[config.mk]
export PLATFORM = sky130hd
export DESIGN_NAME = frog_mover_flat
export DESIGN_NICKNAME = d
export VERILOG_FILES = /design/src/rtl/frog_mover_if.sv /design/src/rtl/frog_mover.sv /design/src/flat_wrapper.sv
export SDC_FILE = /design/constraint.sdc
export NUM_CORES = 1
export LEC_CHECK = 0
export CORE_AREA = 2 2 73 58
export CTS_CLUSTER_DIAMETER = 40
export CTS_CLUSTER_SIZE = 16
export DETAILED_ROUTE_END_ITERATION = 8
export DIE_AREA = 0 0 75 60
export MAX_ROUTING_LAYER = met4
export PLACE_DENSITY_LB_ADDON = 0.12
export SLEW_MARGIN = 10
export SYNTH_ARGS = -nofsm -noshare
export SYNTH_HDL_FRONTEND = slang
export SYNTH_SLANG_ARGS = --single-unit
[constraint.sdc]
create_clock -name clk -period 2.4 [get_ports clk]
set_clock_uncertainty 0.05 [all_clocks]
set_input_delay 0.24 -clock clk [delete_from_list [all_inputs] [get_ports clk]]
set_output_delay 0.24 -clock clk [all_outputs]
set_load 0.03 [all_outputs]
[src/rtl/frog_mover_if.sv]
// rtl/frog_mover_if.sv - button/collision pulses in, frog position and game status out
interface frog_mover_if #(
    parameter int ROW_W   = 4,
    parameter int COL_W   = 4,
    parameter int SCORE_W = 4
);
    logic               up;
    logic               down;
    logic               left;
    logic               right;
    logic               hit;
    logic               restart;
    logic [ROW_W-1:0]   row;
    logic [COL_W-1:0]   col;
    logic               frog_visible;
    logic [SCORE_W-1:0] score;
    logic [2:0]         lives;
    logic               win_pulse;
    logic               game_over;

    modport master (
        output up, down, left, right, hit, restart,
        input  row, col, frog_visible, score, lives, win_pulse, game_over
    );

    modport slave (
        input  up, down, left, right, hit, restart,
        output row, col, frog_visible, score, lives, win_pulse, game_over
    );
endinterface

[src/rtl/frog_mover.sv]
// rtl/frog_mover.sv - frog position tracking and round state machine (play, win, dead, over)
module frog_mover #(
    parameter int ROWS        = 16,
    parameter int COLS        = 16,
    parameter int START_COL   = 7,
    parameter int LIVES       = 3,
    parameter int HOLD_CYCLES = 8,
    parameter int SCORE_W     = 4
) (
    input  logic       clk,
    input  logic       reset,
    frog_mover_if.slave bus
);
    localparam int ROW_W  = $clog2(ROWS);
    localparam int COL_W  = $clog2(COLS);
    localparam int HOLD_W = $clog2(HOLD_CYCLES + 1);

    localparam logic [ROW_W-1:0]   ROW_LAST   = ROW_W'(ROWS - 1);
    localparam logic [ROW_W-1:0]   ROW_ONE    = ROW_W'(1);
    localparam logic [COL_W-1:0]   COL_LAST   = COL_W'(COLS - 1);
    localparam logic [COL_W-1:0]   COL_ONE    = COL_W'(1);
    localparam logic [COL_W-1:0]   COL_START  = COL_W'(START_COL);
    localparam logic [SCORE_W-1:0] SCORE_MAX  = {SCORE_W{1'b1}};
    localparam logic [SCORE_W-1:0] SCORE_ONE  = SCORE_W'(1);
    localparam logic [2:0]         LIVES_INIT = 3'(LIVES);
    localparam logic [HOLD_W-1:0]  HOLD_LAST  = HOLD_W'(HOLD_CYCLES - 1);
    localparam logic [HOLD_W-1:0]  HOLD_ONE   = HOLD_W'(1);

    typedef enum logic [1:0] {
        PLAY = 2'd0,
        WIN  = 2'd1,
        DEAD = 2'd2,
        OVER = 2'd3
    } state_t;

    state_t             state_q, state_d;
    logic [ROW_W-1:0]   row_q, row_d;
    logic [COL_W-1:0]   col_q, col_d;
    logic [SCORE_W-1:0] score_q, score_d;
    logic [2:0]         lives_q, lives_d;
    logic [HOLD_W-1:0]  hold_q, hold_d;
    logic               vis_q, vis_d;
    logic               win_q, win_d;
    logic               over_q, over_d;

    always_ff @(posedge clk or negedge reset) begin
        if (!reset) begin
            state_q <= PLAY;
            row_q   <= ROW_LAST;
            col_q   <= COL_START;
            score_q <= '0;
            lives_q <= LIVES_INIT;
            hold_q  <= '0;
            vis_q   <= 1'b1;
            win_q   <= 1'b0;
            over_q  <= 1'b0;
        end else begin
            state_q <= state_d;
            row_q   <= row_d;
            col_q   <= col_d;
            score_q <= score_d;
            lives_q <= lives_d;
            hold_q  <= hold_d;
            vis_q   <= vis_d;
            win_q   <= win_d;
            over_q  <= over_d;
        end
    end

    always_comb begin
        state_d = state_q;
        row_d   = row_q;
        col_d   = col_q;
        score_d = score_q;
        lives_d = lives_q;
        hold_d  = hold_q;
        vis_d   = vis_q;
        win_d   = 1'b0;
        case (state_q)
            PLAY: begin
                if (bus.hit) begin
                    if (lives_q == 3'd1) begin
                        lives_d = 3'd0;
                        state_d = OVER;
                    end else begin
                        lives_d = lives_q - 3'd1;
                        state_d = DEAD;
                        hold_d  = '0;
                        vis_d   = 1'b0;
                    end
                end else if (bus.up) begin
                    // Out-of-grid moves are swallowed; the lower-priority pulses stay dropped.
                    if (row_q != '0) begin
                        row_d = row_q - ROW_ONE;
                        if (row_q == ROW_ONE) begin
                            state_d = WIN;
                            hold_d  = '0;
                            win_d   = 1'b1;
                            if (score_q != SCORE_MAX)
                                score_d = score_q + SCORE_ONE;
                        end
                    end
                end else if (bus.down) begin
                    if (row_q != ROW_LAST)
                        row_d = row_q + ROW_ONE;
                end else if (bus.left) begin
                    if (col_q != '0)
                        col_d = col_q - COL_ONE;
                end else if (bus.right) begin
                    if (col_q != COL_LAST)
                        col_d = col_q + COL_ONE;
                end
            end
            WIN, DEAD: begin
                if (hold_q == HOLD_LAST) begin
                    state_d = PLAY;
                    row_d   = ROW_LAST;
                    col_d   = COL_START;
                    hold_d  = '0;
                    vis_d   = 1'b1;
                end else begin
                    hold_d = hold_q + HOLD_ONE;
                    if (state_q == DEAD)
                        vis_d = ~vis_q;
                end
            end
            OVER: begin
                vis_d = 1'b1;
                if (bus.restart) begin
                    state_d = PLAY;
                    row_d   = ROW_LAST;
                    col_d   = COL_START;
                    score_d = '0;
                    lives_d = LIVES_INIT;
                    hold_d  = '0;
                end
            end
            default: begin
                state_d = PLAY;
                row_d   = ROW_LAST;
                col_d   = COL_START;
                score_d = '0;
                lives_d = LIVES_INIT;
                hold_d  = '0;
                vis_d   = 1'b1;
            end
        endcase
        over_d = (state_d == OVER);
    end

    assign bus.row          = row_q;
    assign bus.col          = col_q;
    assign bus.frog_visible = vis_q;
    assign bus.score        = score_q;
    assign bus.lives        = lives_q;
    assign bus.win_pulse    = win_q;
    assign bus.game_over    = over_q;
endmodule

[src/flat_wrapper.sv]
// flat-port wrapper written by rule: the top's interface ports become plain ports
module frog_mover_flat 
#(
    parameter int ROWS        = 16,
    parameter int COLS        = 16,
    parameter int START_COL   = 7,
    parameter int LIVES       = 3,
    parameter int HOLD_CYCLES = 8,
    parameter int SCORE_W     = 4
)
  (clk, reset, bus_up, bus_down, bus_left, bus_right, bus_hit, bus_restart, bus_row, bus_col, bus_frog_visible, bus_score, bus_lives, bus_win_pulse, bus_game_over);
  frog_mover_if #(.ROW_W(4), .COL_W(4), .SCORE_W(SCORE_W)) bus_i ();
  input  logic clk;
  input  logic reset;
  input wire logic [$bits(bus_i.up)-1:0] bus_up;
  input wire logic [$bits(bus_i.down)-1:0] bus_down;
  input wire logic [$bits(bus_i.left)-1:0] bus_left;
  input wire logic [$bits(bus_i.right)-1:0] bus_right;
  input wire logic [$bits(bus_i.hit)-1:0] bus_hit;
  input wire logic [$bits(bus_i.restart)-1:0] bus_restart;
  output wire logic [$bits(bus_i.row)-1:0] bus_row;
  output wire logic [$bits(bus_i.col)-1:0] bus_col;
  output wire logic [$bits(bus_i.frog_visible)-1:0] bus_frog_visible;
  output wire logic [$bits(bus_i.score)-1:0] bus_score;
  output wire logic [$bits(bus_i.lives)-1:0] bus_lives;
  output wire logic [$bits(bus_i.win_pulse)-1:0] bus_win_pulse;
  output wire logic [$bits(bus_i.game_over)-1:0] bus_game_over;
  assign bus_i.up = bus_up;
  assign bus_i.down = bus_down;
  assign bus_i.left = bus_left;
  assign bus_i.right = bus_right;
  assign bus_i.hit = bus_hit;
  assign bus_i.restart = bus_restart;
  assign bus_row = bus_i.row;
  assign bus_col = bus_i.col;
  assign bus_frog_visible = bus_i.frog_visible;
  assign bus_score = bus_i.score;
  assign bus_lives = bus_i.lives;
  assign bus_win_pulse = bus_i.win_pulse;
  assign bus_game_over = bus_i.game_over;
  frog_mover #(.ROWS(ROWS), .COLS(COLS), .START_COL(START_COL), .LIVES(LIVES), .HOLD_CYCLES(HOLD_CYCLES), .SCORE_W(SCORE_W)) u_core (.clk(clk), .reset(reset), .bus(bus_i));
endmodule
# Word level (Yosys, flattened, before mapping)
# Cells that the tools add are included.
[word_totals]
regBits = 24
input_bits = 8
out_inout_bits = 18
word_cells = 114
[op_classes]
addsub = 7
eq_ne = 32
n_mux = 54
n_bitwise = 1
n_reduce_logical = 11
[op_table]
columns = ["op", "n"]
rows = [
  ["2-to-1 mux 4 bit", 28],
  ["case mux 4 bit (3 select lines)", 3],
  ["!= test 3 x 2 -> 1 bit (second input constant)", 6],
  ["adder 4 x 1 -> 4 bit (second input constant)", 4],
  ["!= test 2 bit (second input constant)", 7],
  ["2-to-1 mux 2 bit", 6],
  ["!= test 3 bit (second input constant)", 4],
  ["!= test 4 bit (second input constant)", 3],
  ["2-to-1 mux 1 bit", 10],
  ["2-to-1 mux 3 bit", 3],
  ["!= test 2 x 1 -> 1 bit (second input constant)", 4],
  ["case mux 4 bit (2 select lines)", 1],
  ["AND reduction 8 bit", 1],
  ["nonzero test 4 bit", 2],
  ["subtractor 4 x 1 -> 4 bit (second input constant)", 2],
  ["AND reduction 7 bit", 1],
  ["equality test 2 bit (second input constant)", 3],
  ["case mux 2 bit (3 select lines)", 1],
  ["case mux 3 bit (2 select lines)", 1],
  ["AND reduction 3 bit", 2],
  ["AND reduction 6 bit", 1],
  ["AND reduction 5 bit", 1],
  ["equality test 4 x 1 -> 1 bit (second input constant)", 1],
  ["equality test 4 x 3 -> 1 bit (second input constant)", 1],
  ["other kinds (9)", 9],
]

# Logic depth before layout (Yosys ltp)
[depth]
word_depth = 8
mapped_depth = 8
depth_no_buf = 7

# Worst setup path after synthesis
# No wires, ideal clock.
[synth_timing]
kind = "reg2reg"
from = "register u_core.row_q[0], in the netlist u_core.bus.row[0]"
to = "register u_core.hold_q[2]"
setup_time_ns = 0.069
t_arrival_ns = 2.125
t_required_ns = 2.281
slack_ns = 0.156
path_stages_with_launch = 8
path_buffers = 0
synth_period_minus_slack_ns = 2.244
path_cell_list = "dfstp_2 > inv_1 > ha_1 > nand2b_1 > or3_1 > a21o_1 > or3_1 > nand3_1"
[synth_via]
elab_chain_len = 3
elab_cells_between_ends = 5
classes_between = "eq/ne: 3; reduce/logical: 2"
[synth_lines]
columns = ["element", "line", "text"]
rows = [
  ["start, declared", "frog_mover.sv:37", "logic [ROW_W-1:0] row_q, row_d;"],
  ["start signal, assigned", "frog_mover.sv:59", "row_q <= row_d;"],
  ["equality test 4 x 1 -> 1 bit or nonzero test 4 bit (tied branches)", "frog_mover.sv:95, frog_mover.sv:93", ""],
  ["!= test 3 x 2 -> 1 bit (no line)", "-", ""],
  ["AND reduction 5 bit (no line) (*)", "-", ""],
  ["end signal, assigned", "frog_mover.sv:63", "hold_q <= hold_d;"],
  ["end, declared", "frog_mover.sv:41", "logic [HOLD_W-1:0] hold_q, hold_d;"],
]
# Mark *: on every way between the ends. The rest lies on a longest branch, timed or not.
# A chain may end at the register's enable or synchronous reset.

# Worst setup path after layout
[layout_timing]
from = "register u_core.row_q[1], in the netlist u_core.bus.row[1]"
to = "register u_core.hold_q[2]"
# The elaborated chain is that of the path after synthesis.

==> flow_summary_export.csv <==
group,metric,value,unit
synth,async_flop_share,1.00,
pwr,p_leak,0.000912,µW
setup_path,timing.rr.end,"u_core.hold_q[2]$_DFFE_PN0P_",
die,initial_core_util,0.419,
clocking,clk_pin_slew,0.09,ns
setup_path,worstPathCellList,"inv_1, ha_1, nand2b_1, or3_1, a21o_1, or3_1, nand3_1",
sta,period_needed,2.25,ns
global_route,grt_max_degree,25,
clocking,clk_latency,0.27,ns
die,io_pins,26,
sta,rsz0062_at_grt,"no",
die,fp.dieW,75,µm
synth,synth_top_area_frac,0.219,
pwr,clockPowerShare,0.118,
global_route,antenna_found_initial,0,
synth,ys_top_cells_by_count,"14 x dfrtp_1, 13 x ha_1, 13 x inv_1",
sta,drv_slew,0,
clocking,cts_tree,"yes",
setup_path,critical_path_arrival,2.41,ns
setup_path,end_kind,"flip-flop",
synth,syn_area_per_cell,9.32,µm²
finish,antenna_cells,0,
finish,nFillCells,358,
global_route,grt_pass1_vias,1341,
place,numPortBuffers,25,
clocking,clock-sinks,24,
setup_path,r2r.worst_path.cells,7,
synth,seq_area_frac_synth,0.383,
global_route,grtUsageTotal,0.182,
clocking,cts_buffers,3,
route,finalWirelength,3540,µm
sta,worst_pin_slew,0.467,ns
pwr,power_density,1160,nW/µm²
pwr,power,2350,µW
setup_path,cp_max_fo,8,
synth,yosys_warnings,0,
synth,synth_most_common_cell,"dfrtp_1",
setup_path,cp-start-kind,"flip-flop",
synth,ys_ff_latch,24,
die,dieHeight,60,µm
sta,setup_tns,0,ns
pwr,combPwrFrac,0.577,
job,drv_cap,0,
setup_path,r2r-start,"u_core.bus.row[1]$_DFFE_PN1P_",
finish,final_cell_area,2030,µm²
synth,synth_cells,172,
setup_path,r2r_setup_slack,0.15,ns
pwr,p_int,1300,µW
die,dieArea,4500,µm²
sta,period_share,0.939,
route,wire_per_inst,13.6,µm
synth,synth-main-ff-cell,"dfrtp_1",
global_route,overflow,0,
clocking,cts_buffer_depth,2,
worst_hold_path,holdCritPathClass,"input port to asynchronous set/reset pin",
finish,final_nets,229,
synth,syn_area,1600,µm²
finish,stdcell_count,261,
setup_path,max_stage_delay,0.57,ns
place,hpwl,2660,µm
setup_path,cp_common_cell,"or3_1",
setup_path,path_buf_inv,1,
sta,setup_viol,0,
route,vias,1378,
sta,hold_viol,0,
route,ant_nets,0,
sta,timing.slew.headroom,0.689,
run_status,outcome,"completed",
finish,synthToLayoutAreaGrowth,26.4,%
synth,synth_area_leaders,"dfrtp_1 22%, dfstp_2 16%, ha_1 10%, a21oi_1 3.4%, o21ai_0 3.4%",
pwr,seq_power_share,0.304,
route,drc_errors,0,
synth,synth_fp_nets,194,
setup_path,path_class,"flip-flop to flip-flop",
setup_path,required,2.56,ns
place,place_inst,256,
route,avgViaCountPerCell,5.28,
die,core_area,3830,µm²
setup_path,slowest_stage,"dfstp_2",
clocking,cts-root-buf,"clkbuf_8",
pwr,p_sw,1060,µW
setup_path,path_delay_family,"simple AND/OR/NAND/NOR gates",
pwr,switching_share,0.449,
synth,synth_edf_count,0,
global_route,grt_pass1_wl,6130,µm
finish,drive_gt1_frac,0.146,
synth,yosysTopAreaCell,"dfrtp_1",
sta,clock.fmax,0.444,GHz
route,drt_first_pass_iters,5,
die,core.rowCount,20,
synth,ys_types,45,
place,gp_congestion,0.849,
pwr,ir_worst_vdd,0.531,mV
place,place_area,1960,µm²
clocking,h-tree-depth,1,
route,drt_iter0_drc,49,
==> cell families after synthesis <==
| group | Yosys count | share of synthesized area |
|---|---|---|
| AND/OR/NAND/NOR | 58 | 0.202 |
| AO/OA/AOI/OAI | 48 | 0.199 |
| flip-flops | 24 | 0.383 |
| buffers and inverters | 19 | 0.0492 |
| adder cells (fa/ha/maj) | 14 | 0.114 |
| multiplexers | 5 | 0.0312 |
| XOR/XNOR | 4 | 0.0219 |
==> worst max-delay path by stage <==
stage | start | end | slack [ns] | depth (start not counted)
after floorplan | u_core.bus.row[0]$_DFFE_PN1P_ | u_core.hold_q[2]$_DFFE_PN0P_ | 0.16 | 7
after global placement | bus_left | u_core.bus.col[3]$_DFFE_PN0P_ | 0.16 | 7
after detailed placement | bus_left | u_core.bus.col[3]$_DFFE_PN0P_ | 0.13 | 7
after CTS | u_core.bus.row[0]$_DFFE_PN1P_ | u_core.hold_q[2]$_DFFE_PN0P_ | 0.10 | 7
after global routing | u_core.bus.row[1]$_DFFE_PN1P_ | u_core.hold_q[3]$_DFFE_PN0P_ | 0.05 | 7
final | u_core.bus.row[1]$_DFFE_PN1P_ | u_core.hold_q[2]$_DFFE_PN0P_ | 0.15 | 7
==> area by class of cell <==
type                            count  area [µm²]  area share
Inverter                           14        52.6      0.0259
Multi-Input combinational cell    129         911       0.450
Sequential cell                    24         613       0.303
Tap cell                           55        68.8      0.0340
Timing Repair Buffer               35         325       0.161
Clock buffer                        4        55.1      0.0272
==> flip-flops by register name, summed over array words and instances (netlist names) <==
signal and count:
u_core.state_q 2, u_core.bus.score 4, u_core.bus.lives 3, u_core.hold_q 4
u_core.bus.win_pulse 1, u_core.bus.game_over 1, u_core.bus.frog_visible 1, u_core.bus.row 4
u_core.bus.col 4
==> timing repair <==
item / 4_1_cts / 5_1_grt
resized for setup: 0 / 0
endpoints found under the hold margin: 0 / 0
setup endpoints to repair: 0 / 2
buffers inserted: 0 / 1
hold buffers: 0 / 0
==> stage by stage <==
step                utilization  hold slack, ns  setup slack [ns]
floorplan                     -          -0.106             0.156
global placement          0.513           0.447             0.164
detailed placement        0.513           0.458             0.128
CTS                       0.527           0.281             0.105
global route              0.529           0.307            0.0493
finish                    0.529           0.269             0.145
==> power groups by stage <==
stage               sequential, µW  clock [µW]  combinational (µW)
floorplan                      885           0                 723
global placement               719           0                1310
detailed placement             728           0                1350
CTS                            721         291                1350
global route                   743         301                1510
finish                         717         278                1360
==> worst register-to-register path: stages, from the launching register on <==
cell and delay (ns):
dfstp_2 0.57, inv_1 0.10, ha_1 0.20, nand2b_1 0.20, or3_1 0.38, a21o_1 0.24, or3_1 0.37, nand3_1 0.08
==> cell usage in the layout, fill, tap and decap left out, drive strengths merged, types with 4 or more instances in the layout <==
| cell type | count |
|---|---|
| dfstp | 10 |
| clkdlybuf4s50 | 25 |
| nor2 | 11 |
| a21oi | 11 |
| nand2 | 8 |
| a21o | 5 |
| nor3 | 5 |
| mux2i | 5 |
| nand3 | 7 |
| ha | 13 |
| dfrtp | 14 |
| buf | 10 |
| clkbuf | 4 |
| inv | 13 |
| o21ai | 11 |
==> per-layer routing <==
layer / vias to the layer above / share of wire / GRT usage
li1: 697 / - / -
met1: 646 / 0.51 / 0.247
met2: 26 / 0.44 / 0.278
met3: 9 / 0.036 / 0.0371
met4: 0 / 0.014 / 0.0485
met5: - / 0 / -
Power figures use the tool's default switching activity.
